File: config.mk
export PLATFORM = sky130hd
export DESIGN_NAME = microwire_ctrl
export DESIGN_NICKNAME = d
export VERILOG_FILES = /design/src/rtl/microwire_pkg.sv /design/src/rtl/microwire_sk_gen.sv /design/src/rtl/microwire_ctrl.sv
export SDC_FILE = /design/constraint.sdc
export NUM_CORES = 1
export LEC_CHECK = 0
export BUFFER_PORTS_ARGS = -buffer_cell sky130_fd_sc_hd__buf_2
export CELL_PAD_IN_SITES_DETAIL_PLACEMENT = 1
export CELL_PAD_IN_SITES_GLOBAL_PLACEMENT = 2
export CORE_MARGIN = 2
export CORE_UTILIZATION = 40
export CTS_CLUSTER_DIAMETER = 80
export CTS_CLUSTER_SIZE = 8
export DETAILED_ROUTE_END_ITERATION = 10
export GPL_TIMING_DRIVEN = 0
export PLACE_DENSITY_LB_ADDON = 0.25
export SETUP_SLACK_MARGIN = 0.02
export SYNTH_ARGS = -nofsm -noshare
export SYNTH_HDL_FRONTEND = slang
export SYNTH_HIERARCHICAL = 1
export SYNTH_SLANG_ARGS = --single-unit
File: constraint.sdc
create_clock -name clk -period 6 [get_ports clk]
set_input_delay 1.5 -clock clk [delete_from_list [all_inputs] [get_ports clk]]
set_output_delay 1.5 -clock clk [all_outputs]
set_load 0.02 [all_outputs]
File: src/rtl/microwire_pkg.sv
// microwire_pkg: shared encodings for the Microwire EEPROM controller.
// Holds the host opcode enum, controller FSM state enum and on-wire opcode bits.
// No logic; imported by microwire_ctrl and microwire_sk_gen.
package microwire_pkg;

    // Host-side command opcodes; values 5..7 are illegal.
    typedef enum logic [2:0] {
        OP_READ  = 3'd0,
        OP_WRITE = 3'd1,
        OP_ERASE = 3'd2,
        OP_EWEN  = 3'd3,
        OP_EWDS  = 3'd4
    } op_e;

    typedef enum logic [2:0] {
        ST_IDLE,
        ST_SETUP,
        ST_SHIFT_OUT,
        ST_SHIFT_IN,
        ST_CS_GAP,
        ST_POLL,
        ST_RESP
    } state_e;

    // Two-bit opcode field sent on the wire after the start bit.
    localparam logic [1:0] SER_READ  = 2'b10;
    localparam logic [1:0] SER_WRITE = 2'b01;
    localparam logic [1:0] SER_ERASE = 2'b11;
    localparam logic [1:0] SER_EWX   = 2'b00;

    // EWEN/EWDS are told apart by the two address MSBs.
    localparam logic [1:0] EWEN_ADDR_HI = 2'b11;
    localparam logic [1:0] EWDS_ADDR_HI = 2'b00;

    function automatic logic op_legal(input logic [2:0] op);
        return op <= 3'd4;
    endfunction

endpackage

File: src/rtl/microwire_sk_gen.sv
// microwire_sk_gen: SK phase generator; each SK half-period lasts SK_DIV clk cycles.
// Latency: strobes are combinational from the phase counter, valid in the last cycle of a half-period.
// Backpressure: none; en low or clr high forces phase 0 (SK low) with the counter cleared.
// Ports: clk/rst_n; en, clr from the FSM; sk_lvl = current phase (1 = high half);
//        sk_rise = end of low half, sk_fall = end of high half.
module microwire_sk_gen
    import microwire_pkg::*;
#(
    parameter int SK_DIV = 4
) (
    input  logic clk,
    input  logic rst_n,
    input  logic en,
    input  logic clr,
    output logic sk_lvl,
    output logic sk_rise,
    output logic sk_fall
);
    localparam int DIV_W = (SK_DIV > 2) ? $clog2(SK_DIV) : 1;
    localparam logic [DIV_W-1:0] DIV_LAST = DIV_W'(SK_DIV - 1);

    logic [DIV_W-1:0] cnt_q, cnt_d;
    logic             phase_q, phase_d;
    logic             half_end;

    assign half_end = (cnt_q == DIV_LAST);

    always_comb begin
        cnt_d   = cnt_q;
        phase_d = phase_q;
        if (!en || clr) begin
            cnt_d   = '0;
            phase_d = 1'b0;
        end else if (half_end) begin
            cnt_d   = '0;
            phase_d = ~phase_q;
        end else begin
            cnt_d = cnt_q + DIV_W'(1);
        end
    end

    always_ff @(posedge clk or negedge rst_n) begin
        if (!rst_n) begin
            cnt_q   <= '0;
            phase_q <= 1'b0;
        end else begin
            cnt_q   <= cnt_d;
            phase_q <= phase_d;
        end
    end

    assign sk_lvl  = phase_q;
    assign sk_rise = en && half_end && !phase_q;
    assign sk_fall = en && half_end && phase_q;

endmodule

File: src/rtl/microwire_ctrl.sv
// microwire_ctrl: host command interface to a 93C46-style Microwire serial EEPROM.
// Latency: one command in flight; 3+ADDR_W (+DATA_W) SK periods of frame, plus read or ready-poll time.
// Backpressure: cmd_ready only in IDLE; rsp_valid is a one-cycle pulse the host must take.
// Ports: cmd_* host request (op/addr/wdata captured at acceptance); rsp_* completion
//        (rdata held until the next READ completes, err = illegal op or poll timeout);
//        ee_cs/ee_sk/ee_di/ee_do EEPROM pins.
module microwire_ctrl
    import microwire_pkg::*;
#(
    parameter int ADDR_W   = 6,
    parameter int DATA_W   = 16,
    parameter int SK_DIV   = 4,
    parameter int POLL_MAX = 4096
) (
    input  logic              clk,
    input  logic              rst_n,
    input  logic              cmd_valid,
    output logic              cmd_ready,
    input  logic [2:0]        cmd_op,
    input  logic [ADDR_W-1:0] cmd_addr,
    input  logic [DATA_W-1:0] cmd_wdata,
    output logic              rsp_valid,
    output logic [DATA_W-1:0] rsp_rdata,
    output logic              rsp_err,
    output logic              ee_cs,
    output logic              ee_sk,
    output logic              ee_di,
    input  logic              ee_do
);
    localparam int FRAME_W = 3 + ADDR_W + DATA_W;
    localparam int CNT_W   = $clog2(FRAME_W + 1);
    localparam int POLL_W  = $clog2(POLL_MAX + 1);

    localparam logic [CNT_W-1:0]  LEN_SHORT = CNT_W'(3 + ADDR_W);
    localparam logic [CNT_W-1:0]  LEN_WRITE = CNT_W'(FRAME_W);
    localparam logic [CNT_W-1:0]  RD_LAST   = CNT_W'(DATA_W - 1);
    localparam logic [POLL_W-1:0] POLL_LAST = POLL_W'(POLL_MAX - 1);

    state_e               state_q, state_d;
    op_e                  op_q, op_d;
    logic [FRAME_W-1:0]   frame_q, frame_d;
    logic [CNT_W-1:0]     bit_cnt_q, bit_cnt_d;
    logic [POLL_W-1:0]    poll_cnt_q, poll_cnt_d;
    logic                 di_q, di_d;
    logic                 err_q, err_d;
    logic [DATA_W-1:0]    rdata_q, rdata_d;

    logic                 sk_en, sk_clr, sk_lvl, sk_rise, sk_fall;
    logic [1:0]           ser_op;
    logic [ADDR_W-1:0]    ser_addr;
    logic [DATA_W-1:0]    ser_data;
    logic [FRAME_W-1:0]   frame_init;
    logic [CNT_W-1:0]     frame_len;

    // Outgoing frame, left-aligned so it always shifts out of the MSB.
    always_comb begin
        ser_op   = SER_EWX;
        ser_addr = cmd_addr;
        ser_data = '0;
        case (op_e'(cmd_op))
            OP_READ:  ser_op = SER_READ;
            OP_WRITE: begin
                ser_op   = SER_WRITE;
                ser_data = cmd_wdata;
            end
            OP_ERASE: ser_op = SER_ERASE;
            OP_EWEN: begin
                ser_addr                 = '0;
                ser_addr[ADDR_W-1 -: 2]  = EWEN_ADDR_HI;
            end
            OP_EWDS: begin
                ser_addr                 = '0;
                ser_addr[ADDR_W-1 -: 2]  = EWDS_ADDR_HI;
            end
            default: ;
        endcase
    end

    assign frame_init = {1'b1, ser_op, ser_addr, ser_data};
    assign frame_len  = (op_q == OP_WRITE) ? LEN_WRITE : LEN_SHORT;

    always_comb begin
        state_d    = state_q;
        op_d       = op_q;
        frame_d    = frame_q;
        bit_cnt_d  = bit_cnt_q;
        poll_cnt_d = poll_cnt_q;
        di_d       = di_q;
        err_d      = err_q;
        rdata_d    = rdata_q;
        case (state_q)
            ST_IDLE: begin
                if (cmd_valid) begin
                    bit_cnt_d  = '0;
                    poll_cnt_d = '0;
                    if (op_legal(cmd_op)) begin
                        op_d    = op_e'(cmd_op);
                        frame_d = frame_init;
                        err_d   = 1'b0;
                        state_d = ST_SETUP;
                    end else begin
                        err_d   = 1'b1;
                        state_d = ST_RESP;
                    end
                end
            end
            // CS high, SK low for one half-period; the start bit is presented here.
            ST_SETUP: begin
                if (sk_rise) begin
                    di_d      = frame_q[FRAME_W-1];
                    frame_d   = frame_q << 1;
                    bit_cnt_d = CNT_W'(1);
                    state_d   = ST_SHIFT_OUT;
                end
            end
            // Bits change only at the end of the high half (SK falling).
            ST_SHIFT_OUT: begin
                if (sk_fall) begin
                    if (bit_cnt_q == frame_len) begin
                        di_d      = 1'b0;
                        bit_cnt_d = '0;
                        case (op_q)
                            OP_READ:           state_d = ST_SHIFT_IN;
                            OP_WRITE, OP_ERASE: state_d = ST_CS_GAP;
                            default:           state_d = ST_RESP;
                        endcase
                    end else begin
                        di_d      = frame_q[FRAME_W-1];
                        frame_d   = frame_q << 1;
                        bit_cnt_d = bit_cnt_q + CNT_W'(1);
                    end
                end
            end
            // The frame register is idle now, so it doubles as the read shifter.
            ST_SHIFT_IN: begin
                if (sk_fall) begin
                    frame_d = {frame_q[FRAME_W-2:0], ee_do};
                    if (bit_cnt_q == RD_LAST) begin
                        rdata_d = {frame_q[DATA_W-2:0], ee_do};
                        state_d = ST_RESP;
                    end else begin
                        bit_cnt_d = bit_cnt_q + CNT_W'(1);
                    end
                end
            end
            ST_CS_GAP: begin
                if (sk_fall) begin
                    state_d = ST_POLL;
                end
            end
            // EEPROM drives DO high once its internal program/erase cycle is done.
            ST_POLL: begin
                if (sk_fall) begin
                    if (ee_do) begin
                        err_d   = 1'b0;
                        state_d = ST_RESP;
                    end else if (poll_cnt_q == POLL_LAST) begin
                        err_d   = 1'b1;
                        state_d = ST_RESP;
                    end else begin
                        poll_cnt_d = poll_cnt_q + POLL_W'(1);
                    end
                end
            end
            ST_RESP: state_d = ST_IDLE;
            default: state_d = ST_IDLE;
        endcase
    end

    always_ff @(posedge clk or negedge rst_n) begin
        if (!rst_n) begin
            state_q    <= ST_IDLE;
            op_q       <= OP_READ;
            frame_q    <= '0;
            bit_cnt_q  <= '0;
            poll_cnt_q <= '0;
            di_q       <= 1'b0;
            err_q      <= 1'b0;
            rdata_q    <= '0;
        end else begin
            state_q    <= state_d;
            op_q       <= op_d;
            frame_q    <= frame_d;
            bit_cnt_q  <= bit_cnt_d;
            poll_cnt_q <= poll_cnt_d;
            di_q       <= di_d;
            err_q      <= err_d;
            rdata_q    <= rdata_d;
        end
    end

    // Restarting the SK phase on every state change keeps SK low at each state entry.
    assign sk_en  = (state_q != ST_IDLE) && (state_q != ST_RESP);
    assign sk_clr = (state_d != state_q);

    microwire_sk_gen #(
        .SK_DIV (SK_DIV)
    ) u_sk_gen (
        .clk     (clk),
        .rst_n   (rst_n),
        .en      (sk_en),
        .clr     (sk_clr),
        .sk_lvl  (sk_lvl),
        .sk_rise (sk_rise),
        .sk_fall (sk_fall)
    );

    assign cmd_ready = (state_q == ST_IDLE);
    assign rsp_valid = (state_q == ST_RESP);
    assign rsp_rdata = rdata_q;
    assign rsp_err   = err_q;
    assign ee_cs     = (state_q == ST_SETUP) || (state_q == ST_SHIFT_OUT) ||
                       (state_q == ST_SHIFT_IN) || (state_q == ST_POLL);
    // SK only toggles while bits are moving; SETUP, CS_GAP and POLL keep it low.
    assign ee_sk     = sk_lvl && ((state_q == ST_SHIFT_OUT) || (state_q == ST_SHIFT_IN));
    assign ee_di     = di_q;

endmodule

## Yosys cells after proc, flatten, opt, wreduce, memory -nomap -nowiden

Cells that the tools add are included.

- Add/subtract/negate cells: 3
- Multipliers: 0
- Divide/modulo/power cells: 0
- Magnitude comparators: 1
- Eq/ne operators: 29
- Shift operators: 0
- Multiplexer cells: 50
- Bitwise operators: 1
- Reduce and logical (&&, ||, !) cells: 28

Operator list:

| kind | count |
|---|---|
| $mux 25 | 6 |
| $pmux 25 s4 | 1 |
| $mux 13 | 4 |
| $mux 5 | 7 |
| $mux 3 | 11 |
| $pmux 13 s2 | 1 |
| $pmux 5 s4 | 1 |
| $ne 2x2->1 const B | 9 |
| $pmux 3 s6 | 1 |
| $mux 16 | 1 |
| $eq 3x2->1 const B | 5 |
| $add 13x1->13 const B | 1 |
| $eq 13x12->1 const B | 1 |
| $eq 3x3->1 const B | 4 |
| $pmux 6 s2 | 1 |
| $mux 1 | 10 |
| $eq 3x1->1 const B | 3 |
| $logic_not 3->1 | 3 |
| $reduce_and 3->1 | 3 |
| $reduce_and 7->1 | 1 |
| $ne 3x3->1 const B | 2 |
| $pmux 2 s3 | 1 |
| $pmux 3 s2 | 1 |
| $reduce_and 6->1 | 1 |
| other kinds (20) | 33 |

- Register bits after elaboration: 70
- Latch bits: 0
- Memory bits (writable): 0
- Memory bits (read-only): 0
- Input bits: 29
- Output and inout port bits: 22
- Word-level logic and storage cells: 122
- Memories kept: 0

## Longest topological paths before layout

Gate-level depths: netlist (run 1).

- Depth in word-level cells: 9
- Mapped depth: 13
- Depth with buffers taken out: 12

## Hierarchy

Netlist (run 1), hierarchy kept.

Modules (own cells, without submodules):

| module | times used | cells each | area an instance (um2) | sequential area each (um2) |
|---|---|---|---|---|
| microwire_ctrl | 1 | 326 | 3590.9 | 1676.6 |
| microwire_sk_gen | 1 | 13 | 133.9 | 75.1 |

## Least setup slack after synthesis (run 1)

No wires, ideal clock.

- Path kind: in2reg
- From: in cmd_op[0]
- To: reg frame_q[17]
- Setup time: 0.128 ns
- Arrival: 2.948 ns
- Required time: 5.872 ns
- Setup slack: 2.925 ns
- Cell stages on the path: 7
- Path buffers: 2
- Path through: buf_2 -> o21ai_2 -> nor3_1 -> a2111oi_2 -> nand2_2 -> buf_2 -> mux2_1

- Cells in the longest elaborated chain, start to end: 5
- Elaborated cells between the ends (all ways): 9
- Classes of those cells: 1 x order compare; 3 x eq/ne; 4 x mux; 1 x reduce/logical

Ends and longest elaborated chain:

| element | RTL line | source |
|---|---|---|
| start, declared | microwire_ctrl.sv:19 | `input logic [2:0] cmd_op,` |
| $eq 3x3->1 or $eq 3x2->1 (tied branches) | microwire_ctrl.sv:60 | `case (op_e'(cmd_op))` |
| $pmux 6 s2 | microwire_ctrl.sv:60 |  |
| $mux 25 | microwire_ctrl.sv:96 | `if (op_legal(cmd_op)) begin` |
| $mux 25 | microwire_ctrl.sv:93 | `if (cmd_valid) begin` |
| $pmux 25 s4 | microwire_ctrl.sv:91 | `case (state_q)` |
| end signal, assigned | microwire_ctrl.sv:183 | `frame_q <= frame_d;` |
| end, declared | microwire_ctrl.sv:41 | `logic [FRAME_W-1:0] frame_q, frame_d;` |

Several ways; a longest one is shown, not always the timed one. The select of a mux whose other input is x is not followed.
A chain may end at the register's enable or synchronous reset.

## Worst setup path after layout (run 1)

- From: reg state_q[2]
- To: reg u_sk_gen.cnt_q[0]

- Cells in the longest elaborated chain, start to end: 9
- Elaborated cells between the ends (all ways): 27
- Classes of those cells: 7 x eq/ne; 12 x mux; 8 x reduce/logical

Ends and longest elaborated chain:

| element | RTL line | source |
|---|---|---|
| start, declared | microwire_ctrl.sv:39 | `state_e state_q, state_d;` |
| start signal, assigned | microwire_ctrl.sv:181 | `state_q <= state_d;` |
| $ne 3x3->1 or $reduce_bool 3->1 (tied branches) | microwire_ctrl.sv:193 | `assign sk_en = (state_q != ST_IDLE) && (state_q != ST_RESP);` |
| $logic_and 1x1->1 * | microwire_ctrl.sv:193 |  |
| named net sk_en | microwire_ctrl.sv:48 | `logic sk_en, sk_clr, sk_lvl, sk_rise, sk_fall;` |
| $logic_and 1x1->1 * (2 in a row) | microwire_sk_gen.sv:54 | `assign sk_fall = en && half_end && phase_q;` |
| named net sk_fall | microwire_ctrl.sv:48 |  |
| $mux 3 (on tied branches) | - |  |
| $pmux 3 s6 * | microwire_ctrl.sv:91 |  |
| $ne 3x3->1 * | microwire_ctrl.sv:194 | `assign sk_clr = (state_d != state_q);` |
| named net sk_clr | microwire_ctrl.sv:48 |  |
| $logic_or 1x1->1 * | microwire_sk_gen.sv:31 | `if (!en \|\| clr) begin` |
| $mux 2 * | microwire_sk_gen.sv:31 |  |
| named net u_sk_gen.cnt_d[0] | microwire_sk_gen.sv:22 | `logic [DIV_W-1:0] cnt_q, cnt_d;` |
| end signal, assigned | microwire_sk_gen.sv:47 | `cnt_q <= cnt_d;` |
| end, declared | microwire_sk_gen.sv:22 |  |

The timed path passes the listed nets; every way through them passes the cells marked *.

==> results of run 1 <==
## layer usage
metal,vias to the layer above,routed length (um)
met2,42,4260
met5,-,0
li1,1359,-
met1,1461,4350
met4,0,134
met3,8,277
## cell families (layout without fill, tap and decap cells)
kind of cell             Yosys count  after routing  share of synthesized area [%]
buffers and inverters             33             96                           3.96
AND/OR/NAND/NOR                  104            104                           17.1
multiplexers                      44             44                           13.2
flip-flops                        70             70                           47.0
XOR/XNOR                          11             11                           2.59
AO/OA/AOI/OAI                     72             72                           14.5
adder cells (fa/ha/maj)            5              5                           1.68
## area by class of cell
| class | instances | area, um^2 | area share [%] |
|---|---|---|---|
| sequential | 70 | 1750 | 40.6 |
| inverter | 12 | 45.0 | 1.04 |
| buffer | 21 | 103 | 2.38 |
| clock inverter | 6 | 63.8 | 1.48 |
| multi-input combinational | 236 | 1830 | 42.3 |
| timing repair buffer | 48 | 265 | 6.14 |
| tap | 111 | 139 | 3.22 |
| clock buffer | 9 | 124 | 2.87 |
## synthesized netlist by cell type (2+ instances only)
cell / instances
sky130_fd_sc_hd__o31ai_1: 5
sky130_fd_sc_hd__nor2_1: 16
sky130_fd_sc_hd__buf_2: 7
sky130_fd_sc_hd__ha_1: 5
sky130_fd_sc_hd__nand2_1: 24
sky130_fd_sc_hd__mux2_1: 8
sky130_fd_sc_hd__nor4b_4: 2
sky130_fd_sc_hd__clkbuf_1: 12
sky130_fd_sc_hd__nor4b_1: 2
sky130_fd_sc_hd__xnor2_1: 10
sky130_fd_sc_hd__nor4_2: 3
sky130_fd_sc_hd__and4_1: 3
sky130_fd_sc_hd__nand2b_1: 4
sky130_fd_sc_hd__mux2_2: 33
sky130_fd_sc_hd__nor2_2: 2
sky130_fd_sc_hd__nor3_1: 10
sky130_fd_sc_hd__o21ai_0: 9
sky130_fd_sc_hd__or3_1: 4
sky130_fd_sc_hd__and2_1: 2
sky130_fd_sc_hd__inv_1: 12
sky130_fd_sc_hd__dfrtp_1: 70
sky130_fd_sc_hd__mux2i_1: 3
sky130_fd_sc_hd__nor3_2: 2
sky130_fd_sc_hd__a22o_1: 19
sky130_fd_sc_hd__o21a_1: 3
sky130_fd_sc_hd__buf_6: 2
sky130_fd_sc_hd__a21oi_1: 10
sky130_fd_sc_hd__a31oi_1: 3
sky130_fd_sc_hd__nand4_1: 2
sky130_fd_sc_hd__and3_1: 5
sky130_fd_sc_hd__a211o_1: 2
sky130_fd_sc_hd__a21o_1: 5
sky130_fd_sc_hd__nand3_1: 8
sky130_fd_sc_hd__nor2b_1: 2
sky130_fd_sc_hd__a211oi_1: 4
## metrics by stage
step                util (%)  std cells  power (uW)
floorplan                  -        339        1100
CTS                     47.2        513        1670
finish                  47.2        513        1650
detailed placement      45.1        498        1280
global route            47.2        513        1770
global placement        44.8        497        1260
## worst min-delay path by stage
stage | from | endpoint | slack (ps) | cells past startpoint
2_1_floorplan | u_sk_gen/cnt_q[0] | u_sk_gen/cnt_q[0] | 410 | 1
5_1_grt | u_sk_gen/cnt_q[0] | u_sk_gen/cnt_q[0] | 480 | 1
4_1_cts | u_sk_gen/cnt_q[0] | u_sk_gen/cnt_q[0] | 460 | 1
3_3_place_gp | u_sk_gen/cnt_q[0] | u_sk_gen/cnt_q[0] | 430 | 1
3_5_place_dp | u_sk_gen/cnt_q[0] | u_sk_gen/cnt_q[0] | 450 | 1
6_report | u_sk_gen/cnt_q[0] | u_sk_gen/cnt_q[0] | 450 | 1
## placed cells by master, fill, tap and decap left out, types with 3 or more instances in the layout
cell type,count
sky130_fd_sc_hd__mux2_1,8
sky130_fd_sc_hd__o31ai_1,5
sky130_fd_sc_hd__nor2_1,16
sky130_fd_sc_hd__clkbuf_1,12
sky130_fd_sc_hd__clkbuf_8,9
sky130_fd_sc_hd__a31oi_1,3
sky130_fd_sc_hd__nand2_1,24
sky130_fd_sc_hd__a211oi_1,4
sky130_fd_sc_hd__dfrtp_1,70
sky130_fd_sc_hd__a21o_1,5
sky130_fd_sc_hd__and3_1,5
sky130_fd_sc_hd__nand2b_1,4
sky130_fd_sc_hd__mux2i_1,3
sky130_fd_sc_hd__or3_1,4
sky130_fd_sc_hd__mux2_2,33
sky130_fd_sc_hd__nand3_1,8
sky130_fd_sc_hd__nor3_1,10
sky130_fd_sc_hd__a22o_1,19
sky130_fd_sc_hd__ha_1,5
sky130_fd_sc_hd__and4_1,3
sky130_fd_sc_hd__nor4_2,3
sky130_fd_sc_hd__o21ai_0,9
sky130_fd_sc_hd__inv_1,12
sky130_fd_sc_hd__buf_2,53
sky130_fd_sc_hd__a21oi_1,10
sky130_fd_sc_hd__o21a_1,3
sky130_fd_sc_hd__xnor2_1,10
## critical path, delay by kind of cell, from the launching register on
family	cells	cell delay [ps]
AO/OA/AOI/OAI	2	430
buffers and inverters	4	1320
flip-flops	1	360
AND/OR/NAND/NOR	7	1550
## registers in the layout, indices dropped and copies added, names as in the netlist
name / cells
state_q: 3
ee_di: 1
u_sk_gen/sk_lvl: 1
poll_cnt_q: 13
op_q: 3
u_sk_gen/cnt_q: 2
rsp_err: 1
frame_q: 25
bit_cnt_q: 5
rsp_rdata: 16
## power by group through the flow
stage | clock (uW) | combinational (uW) | sequential [uW]
6_report | 374 | 606 | 665
3_5_place_dp | 0 | 612 | 673
3_3_place_gp | 0 | 595 | 666
5_1_grt | 408 | 682 | 683
4_1_cts | 388 | 615 | 666
2_1_floorplan | 0 | 444 | 652
==> run summary, run 1 <==
The flow ran to the end, and the final reports show no timing, DRC or antenna violations. The final route contains 2,870 vias. The count of input and output buffers is 47. For this design the static power due to leakage is 0.00202 uW. The internal portion of the total power is 1020 uW. The highest clock rate is 265 MHz. The global routing's busiest layer is met2. By startpoint and endpoint, the worst setup path is classified as flip-flop to flip-flop. The aggregate routed wire length came out at 9020 um. The max-slew violation count came to 0.

The data required time of the worst path came out at 6230 ps. At the later pin of the worst-skew pair, clock insertion delay measures 340 ps. The number of global-route vias before repair came out at 3,018. The tightest hold margin came out at 449 ps.

The worst voltage drop across the vdd grid came out at 0.153 mV. The pin count of the biggest net entering global routing is 53. On the worst path, the slowest cell contributes a delay of 680 ps. The initial antenna violation count came out at 0.

The slowest stage of the critical path belongs to the cell sky130_fd_sc_hd__nor3_2. The floorplan step defined a die boundary enclosing 10,100 um^2. TritonCTS built the clock tree. The wire length of the first global-routing pass came out at 15,400 um. The sequential share of the synthesized area came out at 47.0%. The deepest clock path buffer count is 2.

Pin placement for this block handled 51 I/O pins. The worst path needs 3780 ps of the cycle, external delays included. The minimum setup slack among reg-to-reg paths is 2220 ps. The number of flops mapped to enable cells by yosys is 0.

Of all flip-flops after synthesis, the portion carrying an async set or reset was 100%. The terminus of the critical flop-to-flop path is u_sk_gen/cnt_q[0]. The worst slack after detailed placement came out at 2210 ps.

The data arrival time of the critical path is 4010 ps. The HPWL after detailed placement is 6510 um. The global routing met1 resource utilization came out at 26.7%. Counting every net in the synthesized netlist gives 373. The number of inserted filler cells in the final layout came out at 1,045. The all-layer global routing usage is 19.4%. The count of antenna diodes in the layout came out at 0. The number of cells upsized or downsized after cts came out at 0.

The worst-case reg-to-reg path depth is 13. The number of warnings issued by yosys came out at 6. The residual overflow from global routing came out at 0. The critical path starts at state_q[2]. Row generation in the floorplan step produced 35 rows. The die height is 101 um. The setup clock skew after layout came out at 7.37 ps. In this run the worst hold path is classified as flip-flop to flip-flop. The synthesized area divided by synthesized cell count came out at 11.0 um^2. The most used flip-flop cell after synthesis is sky130_fd_sc_hd__dfrtp_1. Once placement finished, the instance area stood at 4130 um^2. From synthesis to final layout, the design area changed by 15.9%. The TritonCTS buffer count came out at 9. Clock-pin slew was measured on the worst setup and hold paths at 80 ps. The number of DRC violations after detailed routing came out at 0.

The slew at the pin closest to its max-slew limit is 803 ps. The final worst slack is 2220 ps. The sink count of the clock tree came out at 70. The final-report hold violation count was 0. By area the synthesized netlist is led by sky130_fd_sc_hd__dfrtp_1 47%, sky130_fd_sc_hd__mux2_2 10%, sky130_fd_sc_hd__a22o_1 4.5%. The global-route met2 utilization came out at 31.0%. The power spent charging and discharging nets came out at 628 uW.

The clock network accounts for 22.7% of the total power. The post-synthesis instance total came out at 339. Walking the worst path, the cells encountered are clkbuf_1 > clkbuf_1 > nor3_1 > nor2_1 > and3_2 > clkbuf_1 > inv_1 > nor3_2 > nor3_1 > a21boi_0 > o221ai_1 > nand2b_1 > nor3_1.

The highest fanout seen on the critical path came out at 10. The worst slew margin relative to its limit is 46.3%. Setup repair after global routing left no endpoint under its margin. The global routing met3 resource utilization came out at 3.61%. The sum of negative setup slack came out at 0 ps. Summed over all instances, the cell type with the most area after synthesis is sky130_fd_sc_hd__dfrtp_1. The finished cells cover 4320 um^2. The congestion estimate from routability-driven global placement came to 0.815. The cell area that synthesis handed to floorplanning was 3720 um^2. The fraction of power spent switching nets came out at 38.2%. The tree is rooted in a sky130_fd_sc_hd__clkbuf_8. Cells with a size suffix above 1 make up 30.3% of the layout. The final clock period utilization by the worst path came out at 63.0%. The number of endpoints failing setup at the final stage came out at 0. Synthesis inferred 70 register bits.

The max-cap violation count is 0. The count of antenna-violating nets left after detailed routing is 0. The net total in the final layout came out at 432. The average routed wire per standard cell came out at 17.6 um. The initial detailed-routing violation count came out at 68.

The total power per unit cell area is 381 nW/um^2. STA classifies the critical path endpoint as a flip-flop. In this run the worst setup path terminates at u_sk_gen/cnt_q[0]. The total setup buffers inserted after CTS came out at 0. Synthesis instantiated 61 different standard cells from the library. In the routed layout, each cell is associated on average with a via count of 5.59.

The quantity of hold-fixing buffers added after cts came out at 0. The share of Yosys cell area claimed by the top area cell type came out at 47.0%. The number of detailed-routing iterations run before antenna repair is 4. The total core area came out at 9150 um^2. In this run, the combinational gates consume 36.8% of the power. STA classifies the critical path startpoint as a flip-flop. The worst register-to-register path begins at state_q[2].

The width of the die came out at 101 um. The number of levels the H-tree was split into is 3. The effective utilization at floorplan came out at 40.7%. The share of total power in sequential cells is 40.4%.
Power figures use the tool's default switching activity.
==> run 2, diff against run 1 <==
Settings changed: ABC_AREA from default to 1, CORE_UTILIZATION 40 to 34.
Clock period 6 ns to 3.75 ns, I/O delays scaled along.
==> run summary, run 2 <==
The share of flip-flops with an asynchronous set or reset came out at 100% (unchanged). The count of antenna diodes in the layout came out at 0 (unchanged). The worst-skew pair later-pin latency is 330 ps (was 340 ps). The power spent charging and discharging nets was 1370 uW (was 628 uW).

The register bit total from synthesis is 70 (unchanged). The class of the most critical setup path is flip-flop to flip-flop (unchanged). The worst voltage drop across the vdd grid came out at 0.275 mV (was 0.153 mV). The mean number of vias per cell came to 4.94 (was 5.59). The full die area is 12,200 um^2 (was 10,100 um^2). Unrepaired setup endpoints after global routing: no (unchanged).

The aggregate routed wire length is 10,100 um (was 9020 um). The residual overflow from global routing is 0 (unchanged). The total setup buffers inserted after CTS came out at 0 (unchanged). The minimum period implied by the final worst setup slack came out at 2670 ps (was 3780 ps). The cell at the root of the clock tree was sky130_fd_sc_hd__clkbuf_16 (was sky130_fd_sc_hd__clkbuf_8). The count of antenna-violating nets left after detailed routing came out at 0 (unchanged). The initial antenna violation count is 0 (unchanged). The share of total power in sequential cells was 32.3% (was 40.4%). The wire length of the first global-routing pass is 17,300 um (was 15,400 um). The most common cell in the synthesized netlist is sky130_fd_sc_hd__nand2_1 (was sky130_fd_sc_hd__dfrtp_1).

The sequential share of the synthesized area came out at 45.5% (was 47.0%). The synthesized area divided by synthesized cell count was 8.20 um^2 (was 11.0 um^2). The final-report hold violation count came out at 0 (unchanged). The initial detailed-routing violation count came to 80 (was 68). The portion of total power attributed to combinational logic came out at 40.9% (was 36.8%). The width of the die is 110 um (was 101 um). The cell type of the slowest stage on the worst timing path is sky130_fd_sc_hd__dfrtp_1 (was sky130_fd_sc_hd__nor3_2).

The critical path endpoint category is a flip-flop (unchanged). The number of detailed-routing iterations run before antenna repair came out at 4 (unchanged). The worst min-delay path category is flip-flop to flip-flop (unchanged). The pin count of the biggest net entering global routing is 48 (was 53). The total core area is 10,900 um^2 (was 9150 um^2). The I/O pin count came out at 51 (unchanged). Ranking of synthesized cells by area: sky130_fd_sc_hd__dfrtp_1 45%, sky130_fd_sc_hd__nand2_1 15%, sky130_fd_sc_hd__o21ai_0 4.2% (was sky130_fd_sc_hd__dfrtp_1 47%, sky130_fd_sc_hd__mux2_2 10%, sky130_fd_sc_hd__a22o_1 4.5%). The internal portion of total power came out at 1900 uW (was 1020 uW). The sum of negative setup slack came to 0 ps (unchanged). The post-synthesis to final-layout area growth came to 19.8% (was 15.9%). Most frequent cells in the layout: 149 x sky130_fd_sc_hd__nand2_1, 70 x sky130_fd_sc_hd__dfrtp_1, 56 x sky130_fd_sc_hd__buf_2 (was 70 x sky130_fd_sc_hd__dfrtp_1, 53 x sky130_fd_sc_hd__buf_2, 33 x sky130_fd_sc_hd__mux2_2). The data arrival time of the critical path came out at 2910 ps (was 4010 ps). The number of cells upsized or downsized after cts is 0 (unchanged). The fraction of layout instances using a drive strength above 1 is 24.4% (was 30.3%). The area of the mapped netlist is 3850 um^2 (was 3720 um^2).

The leading cell type in the layout, fill and taps excluded is sky130_fd_sc_hd__nand2_1 (was sky130_fd_sc_hd__dfrtp_1). The sink count of the clock tree is 70 (unchanged). The placement-stage cell area was 4310 um^2 (was 4130 um^2).

The clock network power share is 26.8% (was 22.7%). The effective utilization at floorplan is 35.2% (was 40.7%). The number of levels the H-tree was split into was 3 (unchanged).

The HPWL after detailed placement was 7380 um (was 6510 um). The number of flip-flops under the largest register name is 25 (unchanged). The deepest clock path buffer count is 2 (unchanged). The fraction of power spent switching nets came out at 41.9% (was 38.2%). The clock input transition at the sequential cells of the worst setup and hold paths is 60 ps (was 80 ps).

The number of distinct standard cells referenced by the synthesized netlist came to 39 (was 61). The placer congestion estimate is 0.770 (was 0.815). The all-layer global routing usage was 17.4% (was 19.4%).

The max-slew violation count is 0 (unchanged). The worst stage delay on the critical path came out at 320 ps (was 680 ps). The final clock period utilization by the worst path is 71.2% (was 63.0%). The number of endpoints failing setup at the final stage was 0 (unchanged). The number of flops mapped to enable cells by yosys is 0 (unchanged). The cell area after layout is 4620 um^2 (was 4320 um^2). The die height is 110 um (was 101 um). The post-synthesis instance total was 470 (was 339). The share of Yosys cell area claimed by the top area cell type came out at 45.5% (was 47.0%). The register with the most flip-flops was frame_q (unchanged).

Ordered cell list for the critical path: buf_2 > nor2_4 > nand2_2 > inv_2 > nor2_1 > nand2_1 > nor2_1 > buf_2 > nand2_1 > nand2_1 > nand2_1 > inv_1 > nand3_1 > nor2_1 > nand2_1 > nand2_1 > nand2_1 > inv_1 > nand2_1 > inv_1 > nand2_1 > nor3_1 (was clkbuf_1 > clkbuf_1 > nor3_1 > nor2_1 > and3_2 > clkbuf_1 > inv_1 > nor3_2 > nor3_1 > a21boi_0 > o221ai_1 > nand2b_1 > nor3_1). The slew at the pin closest to its max-slew limit is 563 ps (was 803 ps). The worst path buffer plus inverter count is 6 (was 4).

The data required time of the worst path came to 3990 ps (was 6230 ps). The via count of the routed design is 3,341 (was 2,870). The total number of placement rows was 38 (was 35). The setup clock skew after layout is 5.30 ps (was 7.37 ps). The number of warnings issued by yosys is 6 (unchanged). The max-cap violation count came out at 0 (unchanged). The most frequent cell on the critical path is sky130_fd_sc_hd__nand2_1. The top cell type by total area after synthesis was sky130_fd_sc_hd__dfrtp_1 (unchanged).

The quantity of hold-fixing buffers added after cts is 0 (unchanged). The leakage power is 0.00224 uW (was 0.00202 uW). The number of nets produced by synthesis came out at 504 (was 373).

The count of input and output buffers is 50 (was 47). The total power per unit cell area is 708 nW/um^2 (was 381 nW/um^2). The highest fanout seen on the critical path came out at 9 (was 10). The number of DRC violations after detailed routing came to 0 (unchanged). The worst slew margin relative to its limit is 62.2% (was 46.3%). The number of inserted filler cells in the final layout came out at 1,374 (was 1,045). The critical path launch point type is a flip-flop (unchanged). Commonest cells in the netlist: 149 x sky130_fd_sc_hd__nand2_1, 70 x sky130_fd_sc_hd__dfrtp_1, 32 x sky130_fd_sc_hd__o21ai_0 (was 70 x sky130_fd_sc_hd__dfrtp_1, 33 x sky130_fd_sc_hd__mux2_2, 24 x sky130_fd_sc_hd__nand2_1).

The number of global-route vias before repair came out at 3,455 (was 3,018). Run status: finished, final reports clean (unchanged). The most used flip-flop cell after synthesis is sky130_fd_sc_hd__dfrtp_1 (unchanged). The average routed wire per standard cell is 14.9 um (was 17.6 um).

The CTS tree is done (unchanged). The net total in the final layout came out at 566 (was 432). The TritonCTS buffer count was 9 (unchanged). The cell type group with the largest total delay on the critical path was simple AND/OR/NAND/NOR gates (unchanged). The utilization after layout came out at 42.2% (was 47.2%). The highest clock rate is 375 MHz (was 265 MHz).
## run 2: kinds of logic after synthesis
logic type	count (synthesis)	share of synthesized area (%)
buffers and inverters	52	6.36
AOI/OAI and AO/OA	87	14.3
and+or+nand+nor	250	30.9
xor gates and xnor gates	6	1.36
DFF	70	45.5
adders and majority gates	5	1.62
## run 2: worst reg2reg max path, delay by kind of cell, from the launching register on
| kind | cells | cell delay [ps] |
|---|---|---|
| and+or+nand+nor | 16 | 1590 |
| DFF | 1 | 320 |
| buffers and inverters | 6 | 720 |
## run 2: final timing paths
path	from	end	slack, ps	cells after the start
hold / removal	u_sk_gen/cnt_q[0]	u_sk_gen/cnt_q[0]	450	1
setup / recovery	state_q[0]	u_sk_gen/cnt_q[0]	1080	22
max in group asynchronous	rst_n	frame_q[18]	2670	2
setup reg to reg	state_q[0]	u_sk_gen/cnt_q[0]	1080	22
hold reg to reg	u_sk_gen/cnt_q[0]	u_sk_gen/cnt_q[0]	450	1
min in group asynchronous	rst_n	poll_cnt_q[9]	520	1
## run 2: power by group through the flow
stage	clock (uW)	combinational (uW)	sequential, uW
4_1_cts	904	1370	1060
3_5_place_dp	0	1360	1070
6_report	878	1340	1060
3_3_place_gp	0	1310	1060
2_1_floorplan	0	1020	1040
5_1_grt	935	1500	1080
## run 2: area by class of cell
class                           instances  area [um^2]  share of cell area, %
Sequential cell                        70         1750                   37.9
Inverter                               37          141                   3.06
Multi-Input combinational cell        348         1860                   40.2
Clock inverter                          6         68.8                   1.49
Buffer                                 15          104                   2.25
Timing Repair Buffer                   51          280                   6.07
Tap cell                              140          175                   3.79
Clock buffer                           10          239                   5.18
## run 2: routing by layer
| layer | vias up | share of wire (%) | global-route usage (%) |
|---|---|---|---|
| li1 | 1677 | - | - |
| met1 | 1625 | 48 | 23.1 |
| met2 | 32 | 48 | 29.0 |
| met3 | 7 | 2.3 | 3.24 |
| met4 | 0 | 0.99 | 4.92 |
| met5 | - | 0 | 0 |
## run 2: per-stage QoR
stage               std cells  hold WS [ps]  setup slack [ps]  total power [uW]
detailed placement        661           446              1090              2420
CTS                       677           453              1060              3330
floorplan                 470           413              1520              2060
global route              677           488               693              3510
global placement          660           425              1180              2370
finish                    677           451              1080              3270
==> run 3, diff against run 2 <==
Clock period 3.75 ns to 2.75 ns, I/O delays scaled along.
==> run summary, run 3 (synthesis results as in run 2) <==
Run status: finished, final reports clean (unchanged). The most frequent cell on the critical path is sky130_fd_sc_hd__nand2_1 (unchanged). The total number of placement rows is 38 (unchanged). The number of levels the H-tree was split into is 3 (unchanged).

The global routing met3 resource utilization came out at 3.24% (unchanged). The HPWL after detailed placement came to 7380 um (unchanged). The total placed cells including tap cells came out at 661 (unchanged). The slew at the pin closest to its max-slew limit is 564 ps (was 563 ps). The I/O pin count came to 51 (unchanged).

The highest clock rate is 403 MHz (was 375 MHz). The average routed wire per standard cell came out at 14.9 um (about the same). Ordered cell list for the critical path: buf_4 > inv_4 > nand2_2 > inv_2 > nor2_2 > nand2_1 > nor2_1 > buf_4 > nand2_1 > nand2_1 > nand2_1 > inv_1 > nand3_1 > nor2_2 > nand2_1 > nand2_1 > nand2_1 > inv_1 > nand2_1 > inv_1 > nand2_1 > nor3_2 (was buf_2 > nor2_4 > nand2_2 > inv_2 > nor2_1 > nand2_1 > nor2_1 > buf_2 > nand2_1 > nand2_1 > nand2_1 > inv_1 > nand3_1 > nor2_1 > nand2_1 > nand2_1 > nand2_1 > inv_1 > nand2_1 > inv_1 > nand2_1 > nor3_1). The count of input and output buffers came out at 50 (unchanged). The wire length of the first global-routing pass came to 17,300 um (unchanged).

The CTS tree is done (unchanged). The number of standard cells in the layout, taps in and fillers out is 677 (unchanged). The max-cap violation count came out at 0 (unchanged). The count of antenna diodes in the layout is 0 (unchanged). The global routing met1 resource utilization is 23.1% (unchanged).

The total core area came out at 10,900 um^2 (unchanged). The leading cell type in the layout, fill and taps excluded is sky130_fd_sc_hd__nand2_1 (unchanged). The final clock period utilization by the worst path is 90.2% (was 71.2%). The via count of the routed design came out at 3,351 (was 3,341). The class of the most critical setup path is flip-flop to flip-flop (unchanged). The pin count of the biggest net entering global routing is 48 (unchanged). The worst-skew pair later-pin latency is 330 ps (about the same). The highest fanout seen on the critical path came to 8 (was 9). The register with the most flip-flops is frame_q (unchanged). The critical path launch point type is a flip-flop (unchanged). The TritonCTS buffer count came out at 9 (unchanged). The number of flip-flops under the largest register name came out at 25 (unchanged). The number of detailed-routing iterations run before antenna repair was 4 (unchanged).

The all-layer global routing usage was 17.4% (unchanged). The residual overflow from global routing came out at 0 (unchanged). The number of endpoints failing setup at the final stage is 0 (unchanged).

The sink count of the clock tree is 70 (unchanged). The initial antenna violation count is 0 (unchanged). The worst-case reg-to-reg path depth came out at 22 (unchanged).

The worst stage delay on the critical path came out at 330 ps (was 320 ps). The number of DRC violations after detailed routing was 0 (unchanged). The cell at the root of the clock tree is sky130_fd_sc_hd__clkbuf_16 (unchanged). The placer congestion estimate is 0.770 (unchanged). The cell type group with the largest total delay on the critical path is simple AND/OR/NAND/NOR gates (unchanged). The setup clock skew after layout is 5.98 ps (was 5.30 ps). The fraction of layout instances using a drive strength above 1 came to 25.1% (was 24.4%).

The width of the die came out at 110 um (unchanged). The aggregate routed wire length came out at 10,100 um (about the same). The critical path depth was 22 (unchanged). The critical path endpoint category is a flip-flop (unchanged). The data arrival time of the critical path is 2730 ps (was 2910 ps). Most frequent cells in the layout: 149 x sky130_fd_sc_hd__nand2_1, 69 x sky130_fd_sc_hd__dfrtp_1, 54 x sky130_fd_sc_hd__buf_2 (was 149 x sky130_fd_sc_hd__nand2_1, 70 x sky130_fd_sc_hd__dfrtp_1, 56 x sky130_fd_sc_hd__buf_2). The minimum period implied by the final worst setup slack is 2480 ps (was 2670 ps). The worst voltage drop across the vdd grid came out at 0.373 mV (was 0.275 mV). The total power of the final layout is 4480 uW (was 3270 uW). The max-slew violation count is 0 (unchanged).

The global-route met2 utilization came out at 29.0% (unchanged). The leakage power is 0.00225 uW (was 0.00224 uW). The net total in the final layout is 566 (unchanged).

The global routing's busiest layer is met2 (unchanged). The initial detailed-routing violation count came out at 80 (unchanged). The count of antenna-violating nets left after detailed routing came to 0 (unchanged).

The clock input transition at the sequential cells of the worst setup and hold paths came out at 60 ps (about the same). The cell type of the slowest stage on the worst timing path was sky130_fd_sc_hd__dfrtp_1 (unchanged). The deepest clock path buffer count came to 2 (unchanged). The mean number of vias per cell came out at 4.95 (was 4.94). The number of global-route vias before repair is 3,455 (unchanged). The tightest hold margin is 271 ps (was 451 ps). The die height came to 110 um (unchanged). The worst slew margin relative to its limit came out at 62.1% (was 62.2%).

The data required time of the worst path came out at 3000 ps (was 3990 ps). The worst min-delay path category was primary input to async pin (was flip-flop to flip-flop). The final-report hold violation count is 0 (unchanged). The number of inserted filler cells in the final layout came to 1,373 (was 1,374).

The full die area came to 12,200 um^2 (unchanged). The effective utilization at floorplan came to 35.2% (unchanged). The total power per unit cell area was 967 nW/um^2 (was 708 nW/um^2). The post-synthesis to final-layout area growth is 20.2% (was 19.8%).

The worst path buffer plus inverter count is 7 (was 6).
-- run 3: routing by layer --
layer	routed length (um)	part of all wire [%]
met5	0	0
met4	129	1.3
met3	237	2.4
met2	4800	48
met1	4910	49
-- run 3: final cells by class --
class | count | area, um^2 | area share, %
multi-input cells | 348 | 1870 | 40.3
clock inverters | 6 | 68.8 | 1.49
plain buffers | 15 | 109 | 2.35
well taps | 140 | 175 | 3.78
clock buffers | 10 | 239 | 5.16
inverters | 37 | 141 | 3.05
repair buffers | 51 | 280 | 6.05
flip-flops and latches | 70 | 1750 | 37.8
-- run 3: stage by stage --
| step | utilization [%] | cell area [um^2] | setup slack (ps) | setup TNS (ps) |
|---|---|---|---|---|
| after CTS | 42.2 | 4620 | 57.0 | 0 |
| after detailed placement | 39.4 | 4310 | 89.1 | 0 |
| final | 42.4 | 4630 | 270 | 0 |
| after global placement | 39.1 | 4280 | 180 | 0 |
| after global routing | 42.4 | 4630 | -31.2 | -38.4 |
| after floorplan | - | 3850 | 518 | 0 |
-- run 3: worst register-to-register path: stages, from the launching register on --
cell,delay (ps)
sky130_fd_sc_hd__dfrtp_1,330
sky130_fd_sc_hd__buf_4,180
sky130_fd_sc_hd__inv_4,80
sky130_fd_sc_hd__nand2_2,110
sky130_fd_sc_hd__inv_2,70
sky130_fd_sc_hd__nor2_2,120
sky130_fd_sc_hd__nand2_1,110
sky130_fd_sc_hd__nor2_1,100
sky130_fd_sc_hd__buf_4,170
sky130_fd_sc_hd__nand2_1,110
sky130_fd_sc_hd__nand2_1,80
sky130_fd_sc_hd__nand2_1,40
sky130_fd_sc_hd__inv_1,50
sky130_fd_sc_hd__nand3_1,90
sky130_fd_sc_hd__nor2_2,180
sky130_fd_sc_hd__nand2_1,90
sky130_fd_sc_hd__nand2_1,80
sky130_fd_sc_hd__nand2_1,60
sky130_fd_sc_hd__inv_1,60
sky130_fd_sc_hd__nand2_1,50
sky130_fd_sc_hd__inv_1,90
sky130_fd_sc_hd__nand2_1,80
sky130_fd_sc_hd__nor3_2,90
-- run 3: final timing paths --
check	start	to	slack, ps
setup / recovery	state_q[2]	u_sk_gen/cnt_q[0]	270
hold reg to reg	u_sk_gen/cnt_q[0]	u_sk_gen/cnt_q[0]	460
hold / removal	rst_n	poll_cnt_q[9]	270
max in group asynchronous	rst_n	frame_q[18]	1930
min in group clk	u_sk_gen/cnt_q[0]	u_sk_gen/cnt_q[0]	460
setup reg to reg	state_q[2]	u_sk_gen/cnt_q[0]	270
-- run 3: power breakdown --
group | internal (uW) | switching [uW] | total (uW)
Sequential | 1250 | 196 | 1440
Clock | 732 | 465 | 1200
Combinational | 628 | 1220 | 1840
Total | 2610 | 1880 | 4480
-- run 3: repair_timing --
| item | 4_1_cts | 5_1_grt |
|---|---|---|
| setup endpoints to repair | 0 | 14 |
| resized for setup | 0 | 8 |
| endpoints found under the hold margin | 0 | 0 |
| setup buffers | 0 | 0 |
| hold buffers | 0 | 0 |
